## config.mk

```make
export PLATFORM = sky130hd
export DESIGN_NAME = addsub_arbiter
export DESIGN_NICKNAME = d
export VERILOG_FILES = /design/src/rtl/addsub_arb_pkg.sv /design/src/rtl/AddSub4.sv /design/src/rtl/addsub_arbiter.sv
export SDC_FILE = /design/constraint.sdc
export NUM_CORES = 1
export LEC_CHECK = 0
export ABC_AREA = 1
export BUFFER_PORTS_ARGS = -buffer_cell sky130_fd_sc_hd__buf_2
export CAP_MARGIN = 15
export CORE_UTILIZATION = 47
export CTS_CLUSTER_SIZE = 24
export DETAILED_ROUTE_END_ITERATION = 7
export PLACE_DENSITY = 0.72
export SYNTH_ARGS = -nofsm -noshare
export SYNTH_HDL_FRONTEND = slang
export SYNTH_SLANG_ARGS = --single-unit
```

## constraint.sdc

```tcl
create_clock -name clk -period 1.6 [get_ports clk]
set_input_delay 0.32 -clock clk [delete_from_list [all_inputs] [get_ports clk]]
set_output_delay 0.32 -clock clk [all_outputs]
set_load 0.05 [all_outputs]
```

## src/rtl/addsub_arb_pkg.sv

```systemverilog
// Shared definitions for the AddSub4 arbiter: FSM encoding, widths and helpers.
package addsub_arb_pkg;

    typedef enum logic [1:0] {
        ST_IDLE = 2'd0,
        ST_EXEC = 2'd1,
        ST_RESP = 2'd2
    } state_t;

    localparam int DATA_W_DEF = 4;
    localparam int SETTLE_MAX = 8;
    localparam int STAT_W     = 8;

    // Settle counter runs 0..SETTLE-1, so log2(SETTLE_MAX) bits suffice.
    localparam int CNT_W      = $clog2(SETTLE_MAX);

    // Saturating increment for the grant statistics counters.
    function automatic logic [STAT_W-1:0] sat_inc(input logic [STAT_W-1:0] v);
        return (v == '1) ? v : v + 1'b1;
    endfunction

endpackage

```

## src/rtl/AddSub4.sv

```systemverilog
// 4-bit adder/subtractor: sel=0 -> a+b, sel=1 -> a-b (cout=1 means no borrow).
module AddSub4 (
    input  logic [3:0] a,
    input  logic [3:0] b,
    input  logic       sel,
    output logic       cout,
    output logic [3:0] sum
);

    logic [4:0] w_full;

    // Subtract as a + ~b + 1 so a single carry chain serves both operations.
    assign w_full = {1'b0, a} + {1'b0, b ^ {4{sel}}} + {4'b0000, sel};
    assign cout   = w_full[4];
    assign sum    = w_full[3:0];

endmodule

```

## src/rtl/addsub_arbiter.sv

```systemverilog
// Round-robin arbiter sharing one AddSub4 between two requesters.
// Optional build macro ADDSUB_ARB_STATS_EN adds per-requester grant counters
// (stat_cnt0/stat_cnt1, saturating at 255).
module addsub_arbiter
    import addsub_arb_pkg::*;
#(
    parameter int DATA_W = DATA_W_DEF,
    parameter int SETTLE = 1
) (
    input  logic              clk,
    input  logic              rst,
    input  logic              req0_valid,
    input  logic [DATA_W-1:0] req0_a,
    input  logic [DATA_W-1:0] req0_b,
    input  logic              req0_sub,
    output logic              req0_ready,
    input  logic              req1_valid,
    input  logic [DATA_W-1:0] req1_a,
    input  logic [DATA_W-1:0] req1_b,
    input  logic              req1_sub,
    output logic              req1_ready,
    output logic              rsp_valid,
    output logic              rsp_id,
    output logic [DATA_W-1:0] rsp_sum,
    output logic              rsp_cout,
    output logic              rsp_ovf,
`ifdef ADDSUB_ARB_STATS_EN
    output logic [STAT_W-1:0] stat_cnt0,
    output logic [STAT_W-1:0] stat_cnt1,
`endif
    input  logic              rsp_ready
);

    state_t            r_state;
    logic              r_last_grant;
    logic [CNT_W-1:0]  r_cnt;
    logic [DATA_W-1:0] r_a;
    logic [DATA_W-1:0] r_b;
    logic              r_sub;
    logic              r_id;

    logic              r_rsp_valid;
    logic              r_rsp_id;
    logic [DATA_W-1:0] r_rsp_sum;
    logic              r_rsp_cout;
    logic              r_rsp_ovf;

    logic              w_gnt0;
    logic              w_gnt1;
    logic [DATA_W-1:0] w_sum;
    logic              w_cout;
    logic              w_ovf;

    // Grant only in IDLE; on a tie, serve whoever was not granted last.
    always_comb begin
        w_gnt0 = 1'b0;
        w_gnt1 = 1'b0;
        if (r_state == ST_IDLE) begin
            if (req0_valid && req1_valid) begin
                w_gnt0 = r_last_grant;
                w_gnt1 = !r_last_grant;
            end else begin
                w_gnt0 = req0_valid;
                w_gnt1 = req1_valid;
            end
        end
    end

    assign req0_ready = w_gnt0;
    assign req1_ready = w_gnt1;

    // Operand registers are cleared outside an operation, so the adder sees 0 in IDLE.
    AddSub4 u_addsub (r_a, r_b, r_sub, w_cout, w_sum);

    // Signed overflow: result sign differs from a when the effective operands share a sign.
    always_comb begin
        w_ovf = 1'b0;
        if (r_sub) begin
            w_ovf = (r_a[DATA_W-1] != r_b[DATA_W-1]) && (w_sum[DATA_W-1] != r_a[DATA_W-1]);
        end else begin
            w_ovf = (r_a[DATA_W-1] == r_b[DATA_W-1]) && (w_sum[DATA_W-1] != r_a[DATA_W-1]);
        end
    end

    // Sequencer FSM: accept, settle for SETTLE cycles, present the result until taken.
    always_ff @(posedge clk) begin
        if (rst) begin
            r_state      <= ST_IDLE;
            r_last_grant <= 1'b1;
            r_cnt        <= '0;
            r_a          <= '0;
            r_b          <= '0;
            r_sub        <= 1'b0;
            r_id         <= 1'b0;
            r_rsp_valid  <= 1'b0;
            r_rsp_id     <= 1'b0;
            r_rsp_sum    <= '0;
            r_rsp_cout   <= 1'b0;
            r_rsp_ovf    <= 1'b0;
        end else begin
            case (r_state)
                ST_IDLE: begin
                    if (w_gnt0 || w_gnt1) begin
                        r_a          <= w_gnt1 ? req1_a   : req0_a;
                        r_b          <= w_gnt1 ? req1_b   : req0_b;
                        r_sub        <= w_gnt1 ? req1_sub : req0_sub;
                        r_id         <= w_gnt1;
                        r_last_grant <= w_gnt1;
                        r_cnt        <= '0;
                        r_state      <= ST_EXEC;
                    end
                end
                ST_EXEC: begin
                    if (r_cnt == CNT_W'(SETTLE - 1)) begin
                        r_rsp_valid <= 1'b1;
                        r_rsp_id    <= r_id;
                        r_rsp_sum   <= w_sum;
                        r_rsp_cout  <= w_cout;
                        r_rsp_ovf   <= w_ovf;
                        r_state     <= ST_RESP;
                    end else begin
                        r_cnt <= r_cnt + 1'b1;
                    end
                end
                ST_RESP: begin
                    if (rsp_ready) begin
                        r_rsp_valid <= 1'b0;
                        r_a         <= '0;
                        r_b         <= '0;
                        r_sub       <= 1'b0;
                        r_cnt       <= '0;
                        r_state     <= ST_IDLE;
                    end
                end
                default: begin
                    r_state <= ST_IDLE;
                end
            endcase
        end
    end

    assign rsp_valid = r_rsp_valid;
    assign rsp_id    = r_rsp_id;
    assign rsp_sum   = r_rsp_sum;
    assign rsp_cout  = r_rsp_cout;
    assign rsp_ovf   = r_rsp_ovf;

`ifdef ADDSUB_ARB_STATS_EN
    logic [STAT_W-1:0] r_stat0;
    logic [STAT_W-1:0] r_stat1;

    // Count grants per requester on the accept cycle, saturating.
    always_ff @(posedge clk) begin
        if (rst) begin
            r_stat0 <= '0;
            r_stat1 <= '0;
        end else begin
            if (w_gnt0) r_stat0 <= sat_inc(r_stat0);
            if (w_gnt1) r_stat1 <= sat_inc(r_stat1);
        end
    end

    assign stat_cnt0 = r_stat0;
    assign stat_cnt1 = r_stat1;
`endif

endmodule

```

# Yosys cells after proc, flatten, opt, wreduce, memory -nomap -nowiden
# Index checks and enable logic that the tools add are counted.
# op_classes
addsub	3
muxes	26
bitwise_logic	1
n_eq_ne	9
reduce_logical	16
# ops
cell	n
$mux W4	5
$pmux W4 S2	2
$mux W1	9
$mux W3	3
$pmux W3 S3	1
$reduce_and A3 Y1	3
$mux W2	3
$ne A2 B2 Y1 const B	3
$pmux W2 S3	1
$add A4 B4 Y5	1
$add A5 B1 Y5	1
$pmux W1 S2	2
$reduce_and A2 Y1	2
$reduce_and A4 Y1	1
$reduce_bool A2 Y1	2
$xor A4 B4 Y4	1
$add A3 B1 Y3 const B	1
$logic_and A1 B1 Y1	3
$logic_not A3 Y1	1
$reduce_bool A3 Y1	1
$eq A2 B1 Y1 const B	1
$eq A2 B2 Y1 const B	1
$logic_not A2 Y1	1
$ne A1 B1 Y1	2
4 further kinds	4
# totals
elab_cells	67
ff_bits	24

# Longest topological paths before layout
# Gate-level depths: netlist (run 1).
# logic_depth
depth_word	6
mapped_depth	11
ltp_nobuf	11

# By module
# Synthesis (run 1) repeated with hierarchy kept, for this count alone.
# hier_totals
cells_unflattened	205
area_unflattened_um2	1466.4
# by_module_without_submodules
mod	cells_each	instances	area_per_inst_um2
addsub_arbiter	181	1	1296.2
AddSub4	24	1	170.2

# Worst setup path before layout (run 1)
# OpenSTA, ideal clock, no wires.
# synth_path
path_type	reg2out
startpoint	register r_state[1]
endpoint	output req0_ready
required_time_ns	1.280
stages_incl_launch_ff	4
slack_ns	-0.105
t_arrival_ns	1.385
cell_sequence	dfxtp_1 > nor2_2 > nand2_1 > a21oi_1
# synth_via
elab_chain_len	2
# synth_lines
item	line	text
start, declared	addsub_arbiter.sv:34	state_t r_state;
start signal, assigned	addsub_arbiter.sv:88	r_state <= ST_IDLE;
start signal, assigned	addsub_arbiter.sv:110	r_state <= ST_EXEC;
start signal, assigned	addsub_arbiter.sv:120	r_state <= ST_RESP;
$logic_not A2 Y1	addsub_arbiter.sv:58	if (r_state == ST_IDLE) begin
$mux W1	addsub_arbiter.sv:58	
end, declared	addsub_arbiter.sv:16	output logic req0_ready,
# No other way between the ends.

# Final worst setup path (run 1)
# layout_path
startpoint	register r_sub
endpoint	register r_rsp_ovf, in the netlist rsp_ovf
# layout_via
elab_chain_len	6
# layout_lines
item	line	text
start, declared	addsub_arbiter.sv:39	logic r_sub;
start signal, assigned	addsub_arbiter.sv:106	r_sub <= w_gnt1 ? req1_sub : req0_sub;
$xor A4 B4 Y4	AddSub4.sv:13	assign w_full = {1'b0, a} + {1'b0, b ^ {4{sel}}} + {4'b0000, sel};
$add A4 B4 Y5	AddSub4.sv:13	
$add A5 B1 Y5	AddSub4.sv:13	
$ne A1 B1 Y1	addsub_arbiter.sv:79, addsub_arbiter.sv:81	
$logic_and A1 B1 Y1 (on tied branches)	addsub_arbiter.sv:81, addsub_arbiter.sv:79	
$mux W1 *	addsub_arbiter.sv:78	if (r_sub) begin
end signal, assigned	addsub_arbiter.sv:119	r_rsp_ovf <= w_ovf;
end, declared	addsub_arbiter.sv:46	logic r_rsp_ovf;
# Every way passes the cells marked *; elsewhere a longest branch is shown, timed or not.
# A chain may end at the register's enable or synchronous reset.

==> metrics.txt, run 1 <==
status finished, final reports clean; Clock Latency Late Sink 310 ps; RSZ-0062 raised after global routing true; Initial DRT Pass Iterations 4; Total GRT Usage 19.1%; Final Skew 3.07 ps; CTS tree yes; # DRC 0; r2r setup slk 3 ps; VDD IR max 0.934 mV; worst setup path end rsp_ovf$_SDFFE_PP0P_; Area growth syn-to-layout 25.8%; Post-Syn Area 1320 sq um; Worst Slack Setup Final 2.94 ps; post-synth cell types 32; GRT overflow 0; R2R Path End rsp_ovf$_SDFFE_PP0P_; Slew Limit Fails 0; Initial Util 51.4%; Mapped Nets 194; hold slack 239 ps; Hold Crit Class in -> reg; fin util 64.6%; Std-Cell Rows 18; Tmin final 1600 ps; Crit path buffers/inverters 3; clock buffer depth 2; number of global-route vias before repair 1012; Setup crit start r_sub$_SDFFE_PP0P_; via/cell ratio 5.13; max-cap viol count 0; commonest non-fill, non-tap cell in the layout buf_2; most frequent cells in the layout 30 x buf_2, 19 x dfxtp_1, 17 x a21oi_1; Routed WL per cell 11.9 um; slowest stage delay, CP 390 ps; CP startpoint kind flip-flop; die height 55.0 um; Worst path depth 11; Crit Path Max Fanout 4; initial antenna violation count 0; Final GP Congestion 0.791; Cell Pwr Density 1520 nW/um^2; nets 233; ant diodes 0; P_leak 0.758 nW; total number of vias 1190; htree depth 1; Seq/Total Area, Yosys 36.4%; reg2reg path depth 11; first-pass GRT wire length 4120 um; Core Footprint 2570 sq um; clock sink total 24; Root Buffer clkbuf_4; slew margin rel. 67.9%; register area 489 sq um; 1st-iter DRT viols 13; Worst Tran Pin Value 481 ps; critical path, cell by cell buf_6 -> xor2_4 -> ha_1 -> nand2_1 -> inv_1 -> nand3_2 -> nand3_1 -> nand3_2 -> nand3_2 -> nand2_1 -> inv_1; port bufs 32; hpwl dp 2000 um; largest net degree at the start of global routing 20; I/O pin cnt 33; TritonCTS Buffers 3; layout cells sized above 1 40.6%; fillers 226; Worst EP required 1830 ps; nature of the critical path endpoint flip-flop; Clk pin slew, worst setup/hold paths 120 ps; DP Worst Slack 6.99 ps; Pwr Total 0.00252 W; Routed WL 2760 um; Post-DRT Antenna Nets 0; endpoints failing hold 0; Die ar. 3020 sq um; Critical-path top delay cell dfxtp_4; Worst Path Arrival 1830 ps; CP Class reg -> reg; Post-Synthesis Cells 165; CP most frequent cell nand3_2; Syn. warnings 0; fmax 626 MHz; final setup fails 0; Top delay family on crit path simple AND/OR/NAND/NOR gates; #FFs+latches synth 24; area of the multi-input gates 807 sq um; average footprint of a synthesized cell 7.99 sq um; FF-to-FF Start r_sub$_SDFFE_PP0P_; Die W 55.0 um; final period utilization 99.8%
==> cells in the mapped netlist <==
library cell,instances,area [sq um]
o21ai_1,10,50.1
o21ai_0,15,75.1
clkinv_4,1,8.76
xnor2_1,1,8.76
nand2_4,1,11.3
nand3_2,2,20.0
xor2_1,2,17.5
a31oi_2,1,12.5
clkbuf_2,1,5.00
nand3_4,1,17.5
nand2_2,2,12.5
and2_1,2,12.5
inv_2,2,7.51
nor2_2,2,12.5
o21bai_1,9,67.6
dfxtp_1,24,480
clkinv_2,1,5.00
nor2_4,1,11.3
nor2_1,11,41.3
o21ai_2,2,17.5
nand3_1,7,35.0
a21oi_1,20,100
ha_1,5,62.6
fa_1,1,20.0
a21oi_2,1,8.76
nor3_1,1,5.00
inv_1,16,60.1
nand2_1,17,63.8
buf_8,1,15.0
buf_6,2,22.5
o211ai_1,2,15.0
xor2_2,1,16.3
==> per-stage QoR <==
step | TNS (ps) | std cells | instance area, sq um
2_1_floorplan | 0 | 165 | 1320
3_3_place_gp | 0 | 226 | 1500
3_5_place_dp | 0 | 226 | 1500
4_1_cts | 0 | 229 | 1550
5_1_grt | -208 | 232 | 1660
6_report | 0 | 232 | 1660
==> metal layers <==
metal	up-vias	GRT usage, %	share of wire, %
li1	632	-	-
met1	518	22.7	45
met4	0	10.0	1.5
met3	4	1.64	4.0
met2	36	33.7	49
met5	-	0	0
==> cell families after synthesis <==
logic type / after synthesis / share of synthesized area [%]
adders and majority gates: 6 / 6.26
and+or+nand+nor: 47 / 18.4
buffers and inverters: 24 / 9.39
xor gates and xnor gates: 4 / 3.23
AOI/OAI and AO/OA: 60 / 26.3
DFF: 24 / 36.4
==> registers in the layout, summed over array words and instances (netlist names) <==
register,flops
r_a,4
r_b,4
r_cnt,3
r_id,1
r_last_grant,1
r_state,2
r_sub,1
rsp_cout,1
rsp_id,1
rsp_ovf,1
rsp_sum,4
rsp_valid,1
==> final cells by class <==
cell class	instances	share of cell area, %
timing repair buffer	38	13.3
tap	30	2.26
sequential	24	29.5
multi-input combinational	117	48.6
inverter	20	4.90
clock buffer	3	1.36
==> where the power goes <==
group / switching (W) / internal (W)
logic: 0.000859 / 0.000533
registers: 0.000118 / 0.000746
clock network: 0.000175 / 0.0000882
==> worst min-delay path by stage <==
stage                            from                 endpoint  slack [ps]  cells past startpoint
2_1_floorplan                     rst        r_id$_SDFFE_PP0P_         390                      1
3_3_place_gp        r_id$_SDFFE_PP0P_        r_id$_SDFFE_PP0P_         450                      2
3_5_place_dp   rsp_valid$_SDFFE_PP0P_   rsp_valid$_SDFFE_PP0P_         450                      2
4_1_cts                           rst  r_state[1]$_SDFFE_PP0P_         240                      2
5_1_grt                           rst  r_state[0]$_SDFFE_PP0P_         240                      2
6_report                          rst  r_state[0]$_SDFFE_PP0P_         240                      2
==> repair_timing <==
action | 4_1_cts | 5_1_grt
pin swaps | 0 | 10
hold buffers | 0 | 0
buffers inserted | 0 | 3
gates resized for setup | 9 | 21
setup endpoints to repair | 4 | 5
Power figures use the tool's default switching activity.
==> run 2: changes to the inputs <==
SETUP_SLACK_MARGIN = 0.15   (was not set)
==> run 2 against run 1 <==
- die area did not move
- first-iteration DRC count grew 77%
- critical endpoint unchanged
- global-route usage is 2.2 points higher
- final area grew 8.4%
- sequential share of layout area decreased by 1.9 points
- largest cell class unchanged
- register-to-register slack improved by 20 ps
==> metrics.txt, run 2 (same netlist as run 1, synthesis figures left out) <==
first-pass GRT wire length 4640 um (was 4120 um); max-cap viol count 0 (unchanged); RSZ-0062 raised after global routing true (unchanged); TritonCTS Buffers 3 (unchanged); Tmin final 1570 ps (was 1600 ps); nets 240 (was 233); switch share 45.3% (was 45.7%); Core Footprint 2570 sq um (unchanged); endpoints failing hold 0 (unchanged); Setup crit start r_sub$_SDFFE_PP0P_ (unchanged); part of the power in registers 30.7% (was 34.3%); Clock Latency Late Sink 320 ps (was 310 ps); nature of the critical path endpoint flip-flop (unchanged); Fin Setup TNS 0 ps (unchanged); Routed WL 3150 um (was 2760 um); total number of vias 1269 (was 1190); clock network power share 11.3% (was 10.4%); Gate power share 57.9% (was 55.3%); hpwl dp 1990 um (was 2000 um); fmax 636 MHz (was 626 MHz); Worst Path Arrival 1810 ps (was 1830 ps); clock sink total 24 (unchanged); layout cells sized above 1 46.7% (was 40.6%); 1st-iter DRT viols 23 (was 13); Initial Util 51.4% (unchanged); Post-DRT Antenna Nets 0 (unchanged); clock buffer depth 2 (unchanged); CP startpoint kind flip-flop (unchanged); Routed WL per cell 13.1 um (was 11.9 um); Worst Tran Pin Value 566 ps (was 481 ps); Hold Crit Class in -> reg (unchanged); Final Skew 2.87 ps (was 3.07 ps); largest net degree at the start of global routing 20 (unchanged); Worst EP required 1840 ps (was 1830 ps); die height 55.0 um (unchanged); via/cell ratio 5.29 (was 5.13); P_leak 0.806 nW (was 0.758 nW); Root Buffer clkbuf_4 (unchanged); final period utilization 98.3% (was 99.8%); Clk pin slew, worst setup/hold paths 130 ps (was 120 ps); GRT overflow 0 (unchanged); fillers 202 (was 226); final setup fails 0 (unchanged); slew margin rel. 62.2% (was 67.9%); r2r setup slk 30 ps (was 3 ps); htree depth 1 (unchanged); commonest non-fill, non-tap cell in the layout buf_2 (unchanged); CTS Hold Bufs 0 (unchanged); VDD IR max 1.04 mV (was 0.934 mV); Crit Path Max Fanout 5 (was 4); CTS tree yes (unchanged); Std-Cell Rows 18 (unchanged); Initial DRT Pass Iterations 6 (was 4); I/O pin cnt 33 (unchanged); fin util 70.1% (was 64.6%); Area growth syn-to-layout 36.4% (was 25.8%); Total GRT Usage 21.3% (was 19.1%); CP Class reg -> reg (unchanged); Die W 55.0 um (unchanged); Die ar. 3020 sq um (unchanged); ant diodes 0 (unchanged); initial antenna violation count 0 (unchanged); most frequent cells in the layout 30 x buf_2, 17 x a21oi_1, 17 x dfxtp_1 (was 30 x buf_2, 19 x dfxtp_1, 17 x a21oi_1); status finished, final reports clean (unchanged); number of global-route vias before repair 1062 (was 1012); # DRC 0 (unchanged); Final GP Congestion 0.852 (was 0.791); worst hold start rst (unchanged); Psw 0.00131 W (was 0.00115 W); internal power 0.00158 W (was 0.00137 W); Slew Limit Fails 0 (unchanged); Cell Pwr Density 1610 nW/um^2 (was 1520 nW/um^2); port bufs 32 (unchanged); FF-to-FF Start r_sub$_SDFFE_PP0P_ (unchanged)
## run 2: layout make-up
| class | count | area, sq um | share of cell area [%] |
|---|---|---|---|
| Multi-Input combinational cell | 117 | 873 | 48.5 |
| Sequential cell | 24 | 497 | 27.6 |
| Timing Repair Buffer | 45 | 274 | 15.2 |
| Inverter | 20 | 81.3 | 4.52 |
| Tap cell | 30 | 37.5 | 2.09 |
| Clock buffer | 4 | 36.3 | 2.02 |
## run 2: worst max-delay path, stage by stage (launching register included)
cell	delay, ps
dfxtp_4	410
xor2_4	170
ha_4	290
nand2_2	50
inv_2	80
nand3_4	90
nand2_2	100
nand2_2	60
nand3_2	60
nand3_2	70
nand2_1	60
inv_1	30
## run 2: repair_timing
item,CTS,global route
gates resized for setup,16,28
pin swaps,11,12
endpoints found under the setup margin,5,11
endpoints found under the hold margin,0,0
buffers inserted,9,2
## run 2: through the flow
stage | setup slack [ps] | cells | area, sq um | power [W] | hold slack, ps
after floorplan | 138 | 165 | 1350 | 0.00184 | 389
after global placement | 90.6 | 225 | 1520 | 0.00201 | 450
after detailed placement | 36.7 | 225 | 1520 | 0.00205 | 455
after CTS | 65.9 | 238 | 1650 | 0.00256 | 217
after global routing | -48.0 | 240 | 1800 | 0.00307 | 200
final | 27.6 | 240 | 1800 | 0.00289 | 208
## run 2: power by group through the flow
stage | sequential [W] | combinational (W) | clock, W
after floorplan | 0.00103 | 0.000809 | 0
after global placement | 0.000858 | 0.00115 | 0
after detailed placement | 0.000865 | 0.00118 | 0
after CTS | 0.000854 | 0.00137 | 0.000334
after global routing | 0.000906 | 0.00180 | 0.000361
final | 0.000888 | 0.00167 | 0.000328
## run 2: worst paths after layout
| kind | to | depth (start not counted) |
|---|---|---|
| max | rsp_ovf$_SDFFE_PP0P_ | 11 |
| min reg2reg | rsp_valid$_SDFFE_PP0P_ | 2 |
| min | r_state[1]$_SDFFE_PP0P_ | 2 |
| max reg2reg | rsp_ovf$_SDFFE_PP0P_ | 11 |
## run 2: metal layers
layer,vias to the layer above,track usage (%),share of wire (%)
met4,0,8.75,3.2
met2,45,34.9,48
met5,-,0,0
met1,568,28.8,45
li1,648,-,-
met3,8,1.64,3.7
==> run 3: changes to the inputs <==
BUFFER_PORTS_ARGS = not set   (was -buffer_cell sky130_fd_sc_hd__buf_2)
DONT_BUFFER_PORTS = 1   (was not set)
PLACE_DENSITY = 0.61   (was 0.72)
==> run 3 against run 2 <==
- clock skew is 0.99 ps lower
- critical path type is now reg -> out
- non-clock buffer count is 33 lower
- global-route usage is 0.50 points lower
- via count is 12% lower
- power is 11% lower
==> metrics.txt, run 3 (same netlist as run 1, synthesis figures left out) <==
Worst Path Arrival 1220 ps (was 1810 ps); Routed WL per cell 13.9 um (was 13.1 um); number of global-route vias before repair 1011 (was 1062); Routed WL 2890 um (was 3150 um); Final GP Congestion 0.768 (was 0.852); Die ar. 3020 sq um (unchanged); Area growth syn-to-layout 18.5% (was 36.4%); Cell Pwr Density 1640 nW/um^2 (was 1610 nW/um^2); GRT overflow 0 (unchanged); hold slack 43.5 ps (was 208 ps); final setup fails 0 (unchanged); RSZ-0062 raised after global routing true (unchanged); Slew Limit Fails 0 (unchanged); Hold EP r_state[0]$_SDFFE_PP0P_ (was r_state[1]$_SDFFE_PP0P_); htree depth 1 (unchanged); Initial DRT Pass Iterations 4 (was 6); Post-DRT Antenna Nets 0 (unchanged); Placed Area 1360 sq um (was 1520 sq um); max-cap viol count 0 (unchanged); worst hold start rst (unchanged); clock buffer depth 2 (unchanged); Root Buffer clkbuf_4 (unchanged); Worst Tran Pin Value 540 ps (was 566 ps); Final Instance Count excl. Fillers 208 (was 240); FF-to-FF Start r_sub$_SDFFE_PP0P_ (unchanged); # DRC 0 (unchanged); via/cell ratio 5.38 (was 5.29); port bufs 0 (was 32); CP startpoint kind flip-flop (unchanged); R2R Path End rsp_sum[3]$_SDFFE_PP0P_ (was rsp_ovf$_SDFFE_PP0P_); CTS tree yes (unchanged); Clock Latency Late Sink 320 ps (about the same); placed cell count 193 (was 225); r2r setup slk 60 ps (was 30 ps); Final Skew 1.88 ps (was 2.87 ps); fillers 242 (was 202); initial antenna violation count 0 (unchanged); hpwl dp 1980 um (was 1990 um); Tmin final 1540 ps (was 1570 ps); Worst EP required 1280 ps (was 1840 ps); reg2reg path depth 8 (was 11); Total GRT Usage 20.8% (was 21.3%); total number of vias 1120 (was 1269); Core Footprint 2570 sq um (unchanged); Initial Util 51.4% (unchanged); endpoints failing hold 0 (unchanged); status finished, final reports clean (unchanged); Clk pin slew, worst setup/hold paths 130 ps (about the same); layout cells sized above 1 33.7% (was 46.7%); fmax 650 MHz (was 636 MHz); first-pass GRT wire length 4470 um (was 4640 um); most frequent cells in the layout 18 x dfxtp_1, 17 x a21oi_1, 15 x o21ai_0 (was 30 x buf_2, 17 x a21oi_1, 17 x dfxtp_1); Hold Crit Class in -> reg (unchanged); TritonCTS Buffers 3 (unchanged); ant diodes 0 (unchanged); Die W 55.0 um (unchanged); commonest non-fill, non-tap cell in the layout dfxtp_1 (was buf_2); Crit Path Max Fanout 4 (was 5); Std-Cell Rows 18 (unchanged); clock sink total 24 (unchanged); Worst Slack Setup Final 61.4 ps (was 27.6 ps); I/O pin cnt 33 (unchanged); largest net degree at the start of global routing 20 (unchanged); 1st-iter DRT viols 14 (was 23); P_leak 0.664 nW (was 0.806 nW); VDD IR max 0.965 mV (was 1.04 mV); slew margin rel. 63.9% (was 62.2%); CP Class reg -> out (was reg -> reg); nature of the critical path endpoint output pin (was flip-flop); nets 208 (was 240); final period utilization 96.2% (was 98.3%); Final Cell Area 1560 sq um (was 1800 sq um); hold path depth 1 (was 2); die height 55.0 um (unchanged); DP Worst Slack 31.0 ps (was 36.7 ps)
run 3: cell count changes in the layout (fill, tap and decap cells not counted), moves of 2 or more:
cell / before / now
buf_2: 30 / 0
o21ai_0: 9 / 15
o21ai_1: 16 / 10
buf_4: 13 / 10
ha_4: 3 / 1
nand3_1: 3 / 5
xor2_4: 2 / 0
run 3: final cells by class:
type,instances,area [sq um],area share (%)
repair inverters,1,8.76,0.560
multi-input cells,117,798,51.1
flip-flops and latches,24,495,31.7
repair buffers,12,97.6,6.24
clock buffers,4,36.3,2.32
inverters,20,88.8,5.68
well taps,30,37.5,2.40
run 3: metal layers:
layer / part of all wire (%) / global-route usage (%)
met4: 1.1 / 7.50
met2: 46 / 34.7
met1: 48 / 27.1
met5: 0 / 0
met3: 4.5 / 3.01
run 3: repair_timing:
item / in CTS / in global routing
buffers inserted: 6 / 4
pin swaps: 11 / 8
gates resized for setup: 13 / 14
setup endpoints to repair: 5 / 10
hold buffers: 0 / 0
gates cloned: 0 / 1
run 3: power by group:
group	internal [W]	leakage (nW)	total (W)	switching, W
sequential	0.000749	0.201	0.00105	0.000302
clock	0.000139	0.0210	0.000326	0.000187
combinational	0.000522	0.442	0.00118	0.000659
run 3: worst max-delay path by stage:
stage                                       start                      end  slack [ps]  cells past startpoint
after CTS                      r_sub$_SDFFE_PP0P_  rsp_sum[3]$_SDFFE_PP0P_          50                      8
after floorplan                r_sub$_SDFFE_PP0P_     rsp_ovf$_SDFFE_PP0P_         140                     11
after global routing      r_state[1]$_SDFFE_PP0P_               req0_ready         -10                      4
after global placement         r_sub$_SDFFE_PP0P_    rsp_cout$_SDFFE_PP0P_          80                      8
final                     r_state[1]$_SDFFE_PP0P_               req0_ready          60                      4
after detailed placement       r_sub$_SDFFE_PP0P_  rsp_sum[3]$_SDFFE_PP0P_          30                      8
run 3: metrics by stage:
step	total power, W	util, %	setup TNS [ps]
after floorplan	0.00184	-	0
after global placement	0.00193	52.8	0
after detailed placement	0.00197	52.8	0
after CTS	0.00243	57.2	0
after global routing	0.00277	60.9	-16.2
final	0.00256	60.9	0
run 3: worst max-delay path, stage by stage (launching register included):
cell,delay [ps]
dfxtp_4,380
nor2_4,170
nand2_2,60
a21oi_2,120
buf_6,170
